## src/rtl/instr_prefetch_buffer.sv

```systemverilog
// instr_prefetch_buffer: single-outstanding imem prefetcher with a small {pc, word, fault} FIFO and redirect drain
module instr_prefetch_buffer #(
  parameter logic [31:0] RESET_PC = 32'h0000_0200,
  parameter int DEPTH = 2
) (
  input  logic        CLK,
  input  logic        nRST,
  output logic        imem_ren,
  output logic [31:0] imem_addr,
  input  logic        imem_busy,
  input  logic [31:0] imem_rdata,
  input  logic        imem_fault,
  input  logic        redirect,
  input  logic [31:0] redirect_pc,
  input  logic        halt,
  input  logic        stall,
  output logic [31:0] instr,
  output logic [31:0] instr_pc,
  output logic        instr_fault,
  output logic        instr_valid
);
  localparam int AW = $clog2(DEPTH);
  localparam int CW = $clog2(DEPTH + 1);
  typedef enum logic [1:0] {IDLE, REQ, DRAIN} state_t;
  state_t state, state_n;
  logic [31:0] req_pc, req_pc_n, next_pc, next_pc_n, pend_pc, pend_pc_n, rpc, inc_pc;
  logic [31:0] pc_q [DEPTH];
  logic [31:0] word_q [DEPTH];
  logic fault_q [DEPTH];
  logic [AW-1:0] rd_ptr, wr_ptr;
  logic [CW-1:0] count, count_n;
  logic done, push, pop, issue;
  assign rpc = {redirect_pc[31:2], 2'b00};
  assign inc_pc = req_pc + 32'd4;
  assign imem_ren = state != IDLE;
  assign imem_addr = req_pc;
  assign instr_valid = count != '0;
  assign instr = instr_valid ? word_q[rd_ptr] : 32'h0000_0013;
  assign instr_pc = instr_valid ? pc_q[rd_ptr] : 32'h0;
  assign instr_fault = instr_valid && fault_q[rd_ptr];
  assign done = imem_ren && !imem_busy;
  assign push = state == REQ && done && !redirect;
  assign pop = instr_valid && !stall && !redirect;
  assign count_n = redirect ? '0 : count + CW'(push) - CW'(pop);
  assign issue = !halt && count_n < CW'(DEPTH);
  always_comb begin
    state_n = state;
    req_pc_n = req_pc;
    next_pc_n = next_pc;
    pend_pc_n = pend_pc;
    case (state)
      IDLE: begin
        if (redirect) next_pc_n = rpc;
        if (issue) begin
          req_pc_n = redirect ? rpc : next_pc;
          state_n = REQ;
        end
      end
      REQ: begin
        if (done && redirect) begin
          next_pc_n = rpc;
          req_pc_n = rpc;
          state_n = halt ? IDLE : REQ;
        end else if (done) begin
          next_pc_n = inc_pc;
          req_pc_n = issue ? inc_pc : req_pc;
          state_n = issue ? REQ : IDLE;
        end else if (redirect) begin
          pend_pc_n = rpc;
          state_n = DRAIN;
        end
      end
      DRAIN: begin
        if (!done) begin
          pend_pc_n = redirect ? rpc : pend_pc;
        end else if (!halt && !redirect) begin
          req_pc_n = pend_pc;
          state_n = REQ;
        end else begin
          next_pc_n = redirect ? rpc : pend_pc;
          state_n = IDLE;
        end
      end
      default: state_n = IDLE;
    endcase
  end
  always_ff @(posedge CLK) begin
    if (!nRST) begin
      state <= IDLE;
      req_pc <= RESET_PC;
      next_pc <= RESET_PC;
      pend_pc <= RESET_PC;
      count <= '0;
      rd_ptr <= '0;
      wr_ptr <= '0;
    end else begin
      state <= state_n;
      req_pc <= req_pc_n;
      next_pc <= next_pc_n;
      pend_pc <= pend_pc_n;
      count <= count_n;
      rd_ptr <= redirect ? '0 : rd_ptr + AW'(pop);
      wr_ptr <= redirect ? '0 : wr_ptr + AW'(push);
    end
  end
  always_ff @(posedge CLK) begin
    if (push) begin
      pc_q[wr_ptr] <= req_pc;
      word_q[wr_ptr] <= imem_rdata;
      fault_q[wr_ptr] <= imem_fault;
    end
  end
endmodule

```

## config.mk

```make
export PLATFORM = sky130hd
export DESIGN_NAME = instr_prefetch_buffer
export DESIGN_NICKNAME = d
export VERILOG_FILES = /design/src/rtl/instr_prefetch_buffer.sv
export SDC_FILE = /design/constraint.sdc
export NUM_CORES = 1
export LEC_CHECK = 0
export CORE_ASPECT_RATIO = 1.25
export CORE_MARGIN = 2
export CORE_UTILIZATION = 55
export DETAILED_ROUTE_END_ITERATION = 6
export PLACE_DENSITY = 0.81
export SLEW_MARGIN = 10
export SYNTH_ARGS = -nofsm -noshare
export SYNTH_HDL_FRONTEND = slang
export SYNTH_SLANG_ARGS = --single-unit
```

## constraint.sdc

```tcl
create_clock -name CLK -period 4.75 [get_ports CLK]
set_clock_uncertainty 0.2 [all_clocks]
set_input_delay 0.475 -clock CLK [delete_from_list [all_inputs] [get_ports CLK]]
set_output_delay 0.475 -clock CLK [all_outputs]
set_load 0.02 [all_outputs]
```

==> run metrics <==
status finished, final reports clean; Resized cells post-CTS 0; Max IR drop VDD 0.472 mV; io pins between 150 and 200; CTS sink cnt between 200 and 250; post-route cell area between 10000 and 15000 sq um; WL/cell 19.6 um; GR Util met2 0.466; r2r setup slk 1150 ps; total negative slack 0 ps; type of the tightest min-delay check in -> reg; htree depth 1; number of max-cap violations 0; Fin. Hold Viols 0; gr busiest metal met2; Max-slew headroom 0.242; register area share after synthesis 0.524; Distinct cells, synth between 60 and 70; Worst EP required 4990 ps; crit-path cells inv_1 -> ha_2 -> nor2_1 -> nand3_1 -> ha_1 -> inv_1 -> ha_1 -> xnor3_1 -> nor2_1 -> o21a_1 -> o31a_1 -> buf_4 -> o21ai_0 -> a21oi_1; residual DRC count 0; R2R depth 14; Most used DFF post-synth edfxtp_1; Clock Path Buffers 3; flops & latches, synth 232; Worst Setup EP imem_addr[25]; Synth Warn # 0; root buffer cell clkbuf_16; PD cells just over 500 nW/um^2; via count 9860; CTS buffer count 23; most frequent cells in the layout 166 x clkdlybuf4s50_1, 158 x nand2_1, 130 x edfxtp_1; CP Data Arrival Time 3830 ps; Reg-to-Reg Start state[0]; global-route wire length before repair 48400 um; critical path buffer and inverter count 3; Routed Antenna Nets 0; fin cells 1582; Mapped Cells ~1200; Syn Std Cell Area about 11000 sq um; starting density of the core 0.562; dpl cell area approximately 13000 sq um; Reg area 5950 sq um; Worst Setup SP state[0]; Hold Crit Depth 4; crit-path max cell delay between 400 and 500 ps; Area Growth Syn to Fin 22.6%; DR iter-0 viols between 1000 and 1500; worst-margin pin slew approximately 1100 ps; slowest stage cell, crit path xnor3_1; total power ~0.0072 W; largest net degree at the start of global routing 72; Lkg Pwr roughly 4.6 nW; area share of the largest cell type after synthesis 0.344; All-Layer GR Usage 0.275; Crit path depth 14; layout cells sized above 1 0.0640; gpl congestion around 0.89; multi-input logic area ~5000 sq um; Post-synth EDFFs 130; delay-heaviest family, CP adder cells; met3 Use GR 0.0454; Post-Route WL approximately 31000 um; Synth area leaders edfxtp_1 34%, dfxtp_1 18%, mux2i_1 7.3%; CP Max Fanout 36; vias per cell between 6 and 7; Post-CTS Setup Repair Bufs 0; Post-Syn Nets approximately 1300; width of the die 132 um; Layout Nets about 1400; Die ar. approximately 22000 sq um; Rows 58; Pre-antenna DRT Iters 6; commonest non-fill, non-tap cell in the layout clkdlybuf4s50_1; fmax roughly 0.28 GHz; Post-DP HPWL 19400 um; CORE AREA approximately 20000 sq um; M1 GR Usage 0.350; dpl cells approximately 1500; # hold bufs at CTS 0; worst skew pair latency roughly 500 ps; ratio of final minimum period to clock period 0.757; RSZ-0062 raised after global routing false; total gr overflow 0; syn_area_per_cell 9.67 sq um; # diodes 0; CTS tree built; height of the chip 165 um; initial antenna violation count 0; vias in the first global route between 9000 and 10000; Final min period 3600 ps; IO Port Bufs about 170; crit end category flip-flop; critical path type reg -> reg; filler cell count approximately 1500; clk slew on worst S/H paths 60 ps; Worst R2R End imem_addr[25]; Setup violations, final 0; CP Launch Type flip-flop; Final Max Slew Viols 0; Post-synth ARST share 0; Synth area leader edfxtp_1
[where the power goes]
group	total, W	internal, W	switching [W]
Combinational	0.00260	0.000967	0.00163
Sequential	0.00288	0.00249	0.000395
Clock	0.00173	0.000982	0.000753
Total	0.00721	0.00444	0.00278
[flip-flops by register name, indices dropped and copies added (netlist names), 2 cells and up]
register,cells
word_q,64
state,2
next_pc,32
fault_q,2
imem_addr,32
count,2
pc_q,64
pend_pc,32
[logic make-up after synthesis]
kind of cell,Yosys count,share of synthesized area
simple gates,416,0.168
compound gates,291,0.159
flops,232,0.524
buf+inv,112,0.0408
mux,88,0.0782
xor+xnor,24,0.0198
fa+ha+maj,9,0.00993
[how the worst min path moves through the flow]
stage	slack [ps]	from	to
finish	230	redirect	rd_ptr
global route	280	next_pc[7]	next_pc[7]
global placement	240	next_pc[8]	next_pc[8]
CTS	230	redirect	rd_ptr
floorplan	240	next_pc[11]	next_pc[11]
detailed placement	250	pend_pc[21]	pend_pc[21]
[cell usage after synthesis, types with 12 or more instances]
| cell type | count |
|---|---|
| a211oi_1 | 13 |
| a21oi_1 | 120 |
| a31oi_1 | 15 |
| buf_2 | 18 |
| clkbuf_1 | 60 |
| dfxtp_1 | 102 |
| edfxtp_1 | 130 |
| inv_1 | 17 |
| mux2i_1 | 83 |
| nand2_1 | 158 |
| nand3_1 | 46 |
| nand4_1 | 13 |
| nor2_1 | 118 |
| nor3_1 | 20 |
| o21ai_0 | 51 |
| o31ai_1 | 12 |
| xnor2_1 | 16 |
[layer usage]
layer	part of all wire	vias to the layer above	wire length [um]
li1	-	4537	-
met1	0.40	4706	12500
met2	0.49	514	15100
met3	0.080	103	2490
met4	0.032	0	1000
met5	0	-	0
[stage by stage]
stage,setup WS (ps),hold slack (ps),util
after floorplan,1070,236,-
after detailed placement,904,248,0.653
after CTS,1230,226,0.689
final,1150,235,0.689
after global placement,1040,243,0.653
after global routing,984,279,0.689
[worst min-delay path, stage by stage]
cell and delay, ps:
buf_2 160, nor3_1 100, xnor2_1 130, nor2_1 40
[layout make-up]
class,count,area share
inverters,20,0.00540
multi-input cells,828,0.356
flip-flops and latches,232,0.428
well taps,270,0.0243
repair buffers,190,0.134
clock buffers,30,0.0447
clock inverters,12,0.00702
Power figures use the tool's default switching activity.
